===== src/rtl/mac_pe_dbuf_if.sv =====
// Bus bundle for one double-buffered MAC processing element: weight chain,
// activation/partial-sum stream, accumulation control and status.
interface mac_pe_dbuf_if #(
    parameter int A_BITWIDTH = 16,
    parameter int W_BITWIDTH = 8,
    parameter int P_BITWIDTH = 40,
    parameter int CNT_WIDTH  = 8
);
    logic                  w_load;
    logic [W_BITWIDTH-1:0] w_i;
    logic                  w_swap;
    logic [W_BITWIDTH-1:0] w_o;
    logic                  a_valid_i;
    logic [A_BITWIDTH-1:0] a_i;
    logic [P_BITWIDTH-1:0] p_i;
    logic                  a_valid_o;
    logic [A_BITWIDTH-1:0] a_o;
    logic                  p_valid_o;
    logic [P_BITWIDTH-1:0] p_o;
    logic                  acc_mode;
    logic [CNT_WIDTH-1:0]  acc_len;
    logic                  flush;
    logic                  ovf_o;

    modport master (
        output w_load, w_i, w_swap, a_valid_i, a_i, p_i, acc_mode, acc_len, flush,
        input  w_o, a_valid_o, a_o, p_valid_o, p_o, ovf_o
    );

    modport slave (
        input  w_load, w_i, w_swap, a_valid_i, a_i, p_i, acc_mode, acc_len, flush,
        output w_o, a_valid_o, a_o, p_valid_o, p_o, ovf_o
    );
endinterface


===== src/rtl/mac_pe_dbuf.sv =====
// Systolic MAC PE with shadow/active weight double buffer, pass-through or
// local multi-beat accumulation, and saturating partial sums.
module mac_pe_dbuf #(
    parameter int A_BITWIDTH = 16,
    parameter int W_BITWIDTH = 8,
    parameter int P_BITWIDTH = 40,
    parameter int CNT_WIDTH  = 8
) (
    input  logic          clk,
    input  logic          rst,
    mac_pe_dbuf_if.slave  bus
);
    localparam int PW = A_BITWIDTH + W_BITWIDTH;
    localparam logic signed [P_BITWIDTH-1:0] P_MAX = {1'b0, {(P_BITWIDTH-1){1'b1}}};
    localparam logic signed [P_BITWIDTH-1:0] P_MIN = {1'b1, {(P_BITWIDTH-1){1'b0}}};

    typedef enum logic {IDLE, ACC} state_t;

    state_t                        state_q, state_d;
    logic signed [W_BITWIDTH-1:0]  shadow_q, active_q;
    logic [A_BITWIDTH-1:0]         a_q;
    logic                          av_q;
    logic signed [P_BITWIDTH-1:0]  p_q, p_d;
    logic                          pv_q, pv_d;
    logic signed [P_BITWIDTH-1:0]  acc_q, acc_d;
    logic [CNT_WIDTH-1:0]          cnt_q, cnt_d;
    logic [CNT_WIDTH-1:0]          len_q, len_d;
    logic                          ovf_q, ovf_d;

    logic signed [PW-1:0]          prod;
    logic signed [P_BITWIDTH-1:0]  prod_ext;
    logic [P_BITWIDTH:0]           pass_sum;
    logic [P_BITWIDTH:0]           acc_sum;

    // Result MSB flags saturation; low P_BITWIDTH bits hold the clamped sum.
    function automatic logic [P_BITWIDTH:0] sat_add(
        input logic signed [P_BITWIDTH-1:0] x,
        input logic signed [P_BITWIDTH-1:0] y
    );
        logic [P_BITWIDTH:0] s;
        s = {x[P_BITWIDTH-1], x} + {y[P_BITWIDTH-1], y};
        if (s[P_BITWIDTH] != s[P_BITWIDTH-1]) begin
            return {1'b1, (s[P_BITWIDTH] ? P_MIN : P_MAX)};
        end
        return {1'b0, s[P_BITWIDTH-1:0]};
    endfunction

    always_comb begin
        prod     = $signed(bus.a_i) * active_q;
        prod_ext = P_BITWIDTH'(prod);
        pass_sum = sat_add($signed(bus.p_i), prod_ext);
        acc_sum  = sat_add(acc_q, prod_ext);
    end

    always_comb begin
        state_d = state_q;
        acc_d   = acc_q;
        cnt_d   = cnt_q;
        len_d   = len_q;
        ovf_d   = ovf_q;
        p_d     = '0;
        pv_d    = 1'b0;
        unique case (state_q)
            IDLE: begin
                if (bus.a_valid_i) begin
                    if (!bus.acc_mode) begin
                        p_d   = pass_sum[P_BITWIDTH-1:0];
                        pv_d  = 1'b1;
                        ovf_d = ovf_q | pass_sum[P_BITWIDTH];
                    end else if (bus.acc_len <= CNT_WIDTH'(1)) begin
                        p_d  = prod_ext;
                        pv_d = 1'b1;
                    end else begin
                        acc_d   = prod_ext;
                        cnt_d   = CNT_WIDTH'(1);
                        len_d   = bus.acc_len;
                        state_d = ACC;
                    end
                end
            end
            ACC: begin
                if (bus.a_valid_i) begin
                    acc_d = acc_sum[P_BITWIDTH-1:0];
                    cnt_d = cnt_q + CNT_WIDTH'(1);
                    ovf_d = ovf_q | acc_sum[P_BITWIDTH];
                end
                if (bus.flush || (bus.a_valid_i && (cnt_q + CNT_WIDTH'(1)) == len_q)) begin
                    p_d     = bus.a_valid_i ? acc_sum[P_BITWIDTH-1:0] : acc_q;
                    pv_d    = 1'b1;
                    acc_d   = '0;
                    cnt_d   = '0;
                    state_d = IDLE;
                end
            end
            default: state_d = IDLE;
        endcase
    end

    always_ff @(posedge clk) begin
        if (rst) begin
            state_q  <= IDLE;
            shadow_q <= '0;
            active_q <= '0;
            a_q      <= '0;
            av_q     <= 1'b0;
            p_q      <= '0;
            pv_q     <= 1'b0;
            acc_q    <= '0;
            cnt_q    <= '0;
            len_q    <= '0;
            ovf_q    <= 1'b0;
        end else begin
            state_q <= state_d;
            if (bus.w_load) shadow_q <= bus.w_i;
            if (bus.w_swap) active_q <= shadow_q;
            a_q   <= bus.a_valid_i ? bus.a_i : '0;
            av_q  <= bus.a_valid_i;
            p_q   <= p_d;
            pv_q  <= pv_d;
            acc_q <= acc_d;
            cnt_q <= cnt_d;
            len_q <= len_d;
            ovf_q <= ovf_d;
        end
    end

    assign bus.w_o       = shadow_q;
    assign bus.a_o       = a_q;
    assign bus.a_valid_o = av_q;
    assign bus.p_o       = p_q;
    assign bus.p_valid_o = pv_q;
    assign bus.ovf_o     = ovf_q;
endmodule


===== src/flat_wrapper.sv =====
// flat-port wrapper written by rule: the top's interface ports become plain ports
module mac_pe_dbuf_flat 
#(
    parameter int A_BITWIDTH = 16,
    parameter int W_BITWIDTH = 8,
    parameter int P_BITWIDTH = 40,
    parameter int CNT_WIDTH  = 8
)
  (clk, rst, bus_w_load, bus_w_i, bus_w_swap, bus_a_valid_i, bus_a_i, bus_p_i, bus_acc_mode, bus_acc_len, bus_flush, bus_w_o, bus_a_valid_o, bus_a_o, bus_p_valid_o, bus_p_o, bus_ovf_o);
  mac_pe_dbuf_if #(.A_BITWIDTH(A_BITWIDTH), .W_BITWIDTH(W_BITWIDTH), .P_BITWIDTH(P_BITWIDTH), .CNT_WIDTH(CNT_WIDTH)) bus_i ();
  input  logic clk;
  input  logic rst;
  input wire logic [$bits(bus_i.w_load)-1:0] bus_w_load;
  input wire logic [$bits(bus_i.w_i)-1:0] bus_w_i;
  input wire logic [$bits(bus_i.w_swap)-1:0] bus_w_swap;
  input wire logic [$bits(bus_i.a_valid_i)-1:0] bus_a_valid_i;
  input wire logic [$bits(bus_i.a_i)-1:0] bus_a_i;
  input wire logic [$bits(bus_i.p_i)-1:0] bus_p_i;
  input wire logic [$bits(bus_i.acc_mode)-1:0] bus_acc_mode;
  input wire logic [$bits(bus_i.acc_len)-1:0] bus_acc_len;
  input wire logic [$bits(bus_i.flush)-1:0] bus_flush;
  output wire logic [$bits(bus_i.w_o)-1:0] bus_w_o;
  output wire logic [$bits(bus_i.a_valid_o)-1:0] bus_a_valid_o;
  output wire logic [$bits(bus_i.a_o)-1:0] bus_a_o;
  output wire logic [$bits(bus_i.p_valid_o)-1:0] bus_p_valid_o;
  output wire logic [$bits(bus_i.p_o)-1:0] bus_p_o;
  output wire logic [$bits(bus_i.ovf_o)-1:0] bus_ovf_o;
  assign bus_i.w_load = bus_w_load;
  assign bus_i.w_i = bus_w_i;
  assign bus_i.w_swap = bus_w_swap;
  assign bus_i.a_valid_i = bus_a_valid_i;
  assign bus_i.a_i = bus_a_i;
  assign bus_i.p_i = bus_p_i;
  assign bus_i.acc_mode = bus_acc_mode;
  assign bus_i.acc_len = bus_acc_len;
  assign bus_i.flush = bus_flush;
  assign bus_w_o = bus_i.w_o;
  assign bus_a_valid_o = bus_i.a_valid_o;
  assign bus_a_o = bus_i.a_o;
  assign bus_p_valid_o = bus_i.p_valid_o;
  assign bus_p_o = bus_i.p_o;
  assign bus_ovf_o = bus_i.ovf_o;
  mac_pe_dbuf #(.A_BITWIDTH(A_BITWIDTH), .W_BITWIDTH(W_BITWIDTH), .P_BITWIDTH(P_BITWIDTH), .CNT_WIDTH(CNT_WIDTH)) u_core (.clk(clk), .rst(rst), .bus(bus_i));
endmodule

===== config.mk =====
export PLATFORM = sky130hd
export DESIGN_NAME = mac_pe_dbuf_flat
export DESIGN_NICKNAME = d
export VERILOG_FILES = /design/src/rtl/mac_pe_dbuf_if.sv /design/src/rtl/mac_pe_dbuf.sv /design/src/flat_wrapper.sv
export SDC_FILE = /design/constraint.sdc
export NUM_CORES = 1
export LEC_CHECK = 0
export CORE_ASPECT_RATIO = 0.7
export CORE_MARGIN = 2
export CORE_UTILIZATION = 40
export CTS_CLUSTER_SIZE = 14
export DETAILED_ROUTE_END_ITERATION = 10
export GPL_TIMING_DRIVEN = 0
export PLACE_DENSITY_LB_ADDON = 0.08
export SYNTH_ARGS = -nofsm -noshare
export SYNTH_HDL_FRONTEND = slang
export SYNTH_SLANG_ARGS = --single-unit

===== constraint.sdc =====
create_clock -name clk -period 23.8 [get_ports clk]
set_clock_uncertainty 0.05 [all_clocks]
set_input_delay 4.76 -clock clk [delete_from_list [all_inputs] [get_ports clk]]
set_output_delay 4.76 -clock clk [all_outputs]
set_load 0.005 [all_outputs]

==> summary.txt <==
routed vias/inst: 5.78
biggest area consumer among synthesized cells: dfxtp_1
remaining antenna violation count after routing: 0
Synth warnings: 0
DP Area: 17200 µm²
CP endpoint: u_core.bus.p_o[1]$_SDFF_PP0_
setup TNS: 0 ns
clk_lat worst skew: 0.45 ns
num ports: 146
syn_nets: 2217
Crit path required time: 24.09 ns
Hold Fails Final Rpt: 0
share of the synthesized area in the top cell type: 17.4%
FF+latch area: 2640 µm²
Reg2Reg Setup Slack: 13.79 ns
hold_ws: 0.429 ns
CP Launch Type: input pin
period utilization: 58.1%
CP max FO: 10
Max Clock Freq: 72.3 MHz
slew of the pin with the lowest slew margin: 1.22 ns
Clock Sinks: 132
fill count: 3629
Cell Count, Final, Fillers Out: 2568
Detail Placement HPWL: 45200 µm
Top cell by count, worst path: fa_1
placeable core area: 37300 µm²
Finish-stage setup viols: 0
Worst Setup SP: bus_a_i[7]
Worst path max stage delay: 0.60 ns
Synth Cell Area: 15200 µm²
Critical Path Slowest Stage Cell: clkdlybuf4s50_1
Crit Path Class: in2reg
Final Power: 1.05 mW
Die X-Extent: 237 µm
FF-to-FF Start: u_core.active_q[7]$_SDFFE_PP0P_
Slew HR: 18.3%
fraction of registers with async set/reset: 0%
initial core utilization: 40.7%
maxcap violations: 0
Lkg Pwr: 7.78 nW
Cell variety after synth: 84
crit path capture type: flop
RSZ-0062 raised after global routing: false
routed wire length: 55100 µm
number of synthesized flops with an enable pin: 0
hold-fix buffers at CTS: 0
initial antenna violation count: 2
post-CTS sizing: 0
DRC violations left: 0
worst-case clock buffer depth: 2
Peak VDD IR: 0.0517 mV
postcts setup bufs: 0
drt wl/cell: 21.4 µm
chip height: 167 µm
Final Max Slew Viols: 0
Worst Path Arrival: 14.12 ns
status: complete, no violations
Worst Reg-to-Reg Cells: 31
drt initial violations: 1635
largest net degree at the start of global routing: 19
fin area: 17800 µm²
Util after Layout: 47.9%
flops & latches, synth: 132
commonest non-fill, non-tap cell in the layout: inv_1
total number of vias: 14800
Reg-to-Reg End: u_core.bus.p_o[1]$_SDFF_PP0_
PD cells: 59.0 nW/µm²
root buf cell: clkbuf_16
synth top area cells: dfxtp_1, fa_1, ha_1, a21oi_1, and2_1
cell count after synthesis: 1905
post-synthesis sequential area ratio: 17.4%
Nets: 2379
pre-CTS setup slack: 9.85 ns
grt total ovfl: 0
Hold WC Path Type: reg2reg
Final min period: 13.83 ns
Clock transition at path regs: 0.07 ns
first-pass GRT wire length: 83500 µm
# rows: 59
most frequent cells in the layout: inv_1, a21oi_1, nand2_1
drt first pass iters: 6
All-Layer GR Usage: 27.8%
setup ws final: 9.97 ns
Main synth FF type: dfxtp_1
die area: 39500 µm²
Num CTS Buffers: 17
CTS tree: built
vias in the first global route: 13800
H-tree depth reported by CTS: 4
area occupied by multi-input gates: 11500 µm²
placed cells: 2536
port bufs: 141
Avg Inst Size Synth: 7.96 µm²
Placer Congestion: 0.949
share of cells above drive strength 1: 4.23%
Syn-to-layout area delta: 17.6%
flip-flops by register name (all words and copies together) (netlist names):
signal                flops
u_core.acc_q             40
u_core.active_q           8
u_core.bus.a_o           16
u_core.bus.a_valid_o      1
u_core.bus.ovf_o          1
u_core.bus.p_o           40
u_core.bus.p_valid_o      1
u_core.bus.w_o            8
u_core.cnt_q              8
u_core.len_q              8
u_core.state_q            1
cell families (layout without fill, tap and decap cells):
| family | after synthesis | count (layout) | share of synthesized area [%] |
|---|---|---|---|
| multiplexers | 37 | 37 | 2.57 |
| flip-flops | 132 | 132 | 17.4 |
| AO/OA/AOI/OAI | 560 | 560 | 24.1 |
| AND/OR/NAND/NOR | 564 | 564 | 18.0 |
| other | 0 | 1 | 0 |
| buffers and inverters | 265 | 439 | 6.89 |
| XOR/XNOR | 105 | 105 | 6.06 |
| adder cells (fa/ha/maj) | 242 | 242 | 25.0 |
worst min-delay path by stage:
stage                             startpoint                             to  slack [ns]  cells after the start
4_1_cts         u_core.len_q[7]$_SDFFE_PP0P_   u_core.len_q[7]$_SDFFE_PP0P_        0.43                      2
5_1_grt        u_core.acc_q[22]$_SDFFE_PP0P_  u_core.acc_q[22]$_SDFFE_PP0P_        0.47                      2
3_5_place_dp    u_core.len_q[7]$_SDFFE_PP0P_   u_core.len_q[7]$_SDFFE_PP0P_        0.41                      2
3_3_place_gp    u_core.len_q[0]$_SDFFE_PP0P_   u_core.len_q[0]$_SDFFE_PP0P_        0.41                      2
2_1_floorplan   u_core.len_q[6]$_SDFFE_PP0P_   u_core.len_q[6]$_SDFFE_PP0P_        0.40                      2
6_report        u_core.len_q[7]$_SDFFE_PP0P_   u_core.len_q[7]$_SDFFE_PP0P_        0.43                      2
report_power, final:
part	internal, mW	switching [mW]	total, mW
Combinational	0.187	0.334	0.521
Sequential	0.236	0.0136	0.249
Clock	0.167	0.115	0.283
Total	0.590	0.463	1.05
cells in the mapped netlist (7+ instances only):
library cell / count
nand3_1: 19
nand2_1: 152
a221oi_1: 14
inv_1: 178
xnor2_1: 63
a211oi_1: 9
o32ai_1: 8
o21ai_0: 107
a21oi_1: 161
o22ai_1: 32
nor2b_1: 8
nand2b_1: 14
nand4_1: 19
and2_1: 114
o21bai_1: 17
o31ai_1: 11
fa_1: 105
xor2_1: 42
a22oi_1: 7
a21o_1: 41
clkbuf_1: 66
and3_1: 12
o21a_1: 30
a31oi_1: 19
or3_1: 11
nor3_1: 51
ha_1: 128
buf_2: 11
nor2_1: 144
o211ai_1: 23
dfxtp_1: 132
maj3_1: 7
mux2i_1: 30
worst max-delay path, delay by kind of cell:
family                   cells  cell delay (ns)
XOR/XNOR                     1             0.58
AO/OA/AOI/OAI               10             2.46
buffers and inverters        6             1.71
AND/OR/NAND/NOR              7             1.87
adder cells (fa/ha/maj)      6             2.70
cell type report:
class                      instances  share of cell area [%]
clock buffer                      19                    2.48
inverter                         179                    3.77
antenna                            1                  0.0140
tap                              488                    3.42
clock inverter                    12                   0.877
multi-input combinational       1508                    64.4
timing repair buffer             143                    8.08
sequential                       132                    14.8
buffer                            86                    2.10
per-layer routing:
| metal | global-route usage, % | share of wire (%) | vias to the layer above |
|---|---|---|---|
| met4 | 4.24 | 0.96 | 0 |
| met5 | 0 | 0 | - |
| met2 | 36.1 | 37 | 670 |
| met1 | 43.7 | 50 | 7132 |
| li1 | - | - | 6996 |
| met3 | 9.33 | 11 | 42 |
No activity file was read; power rests on OpenSTA's default activity.
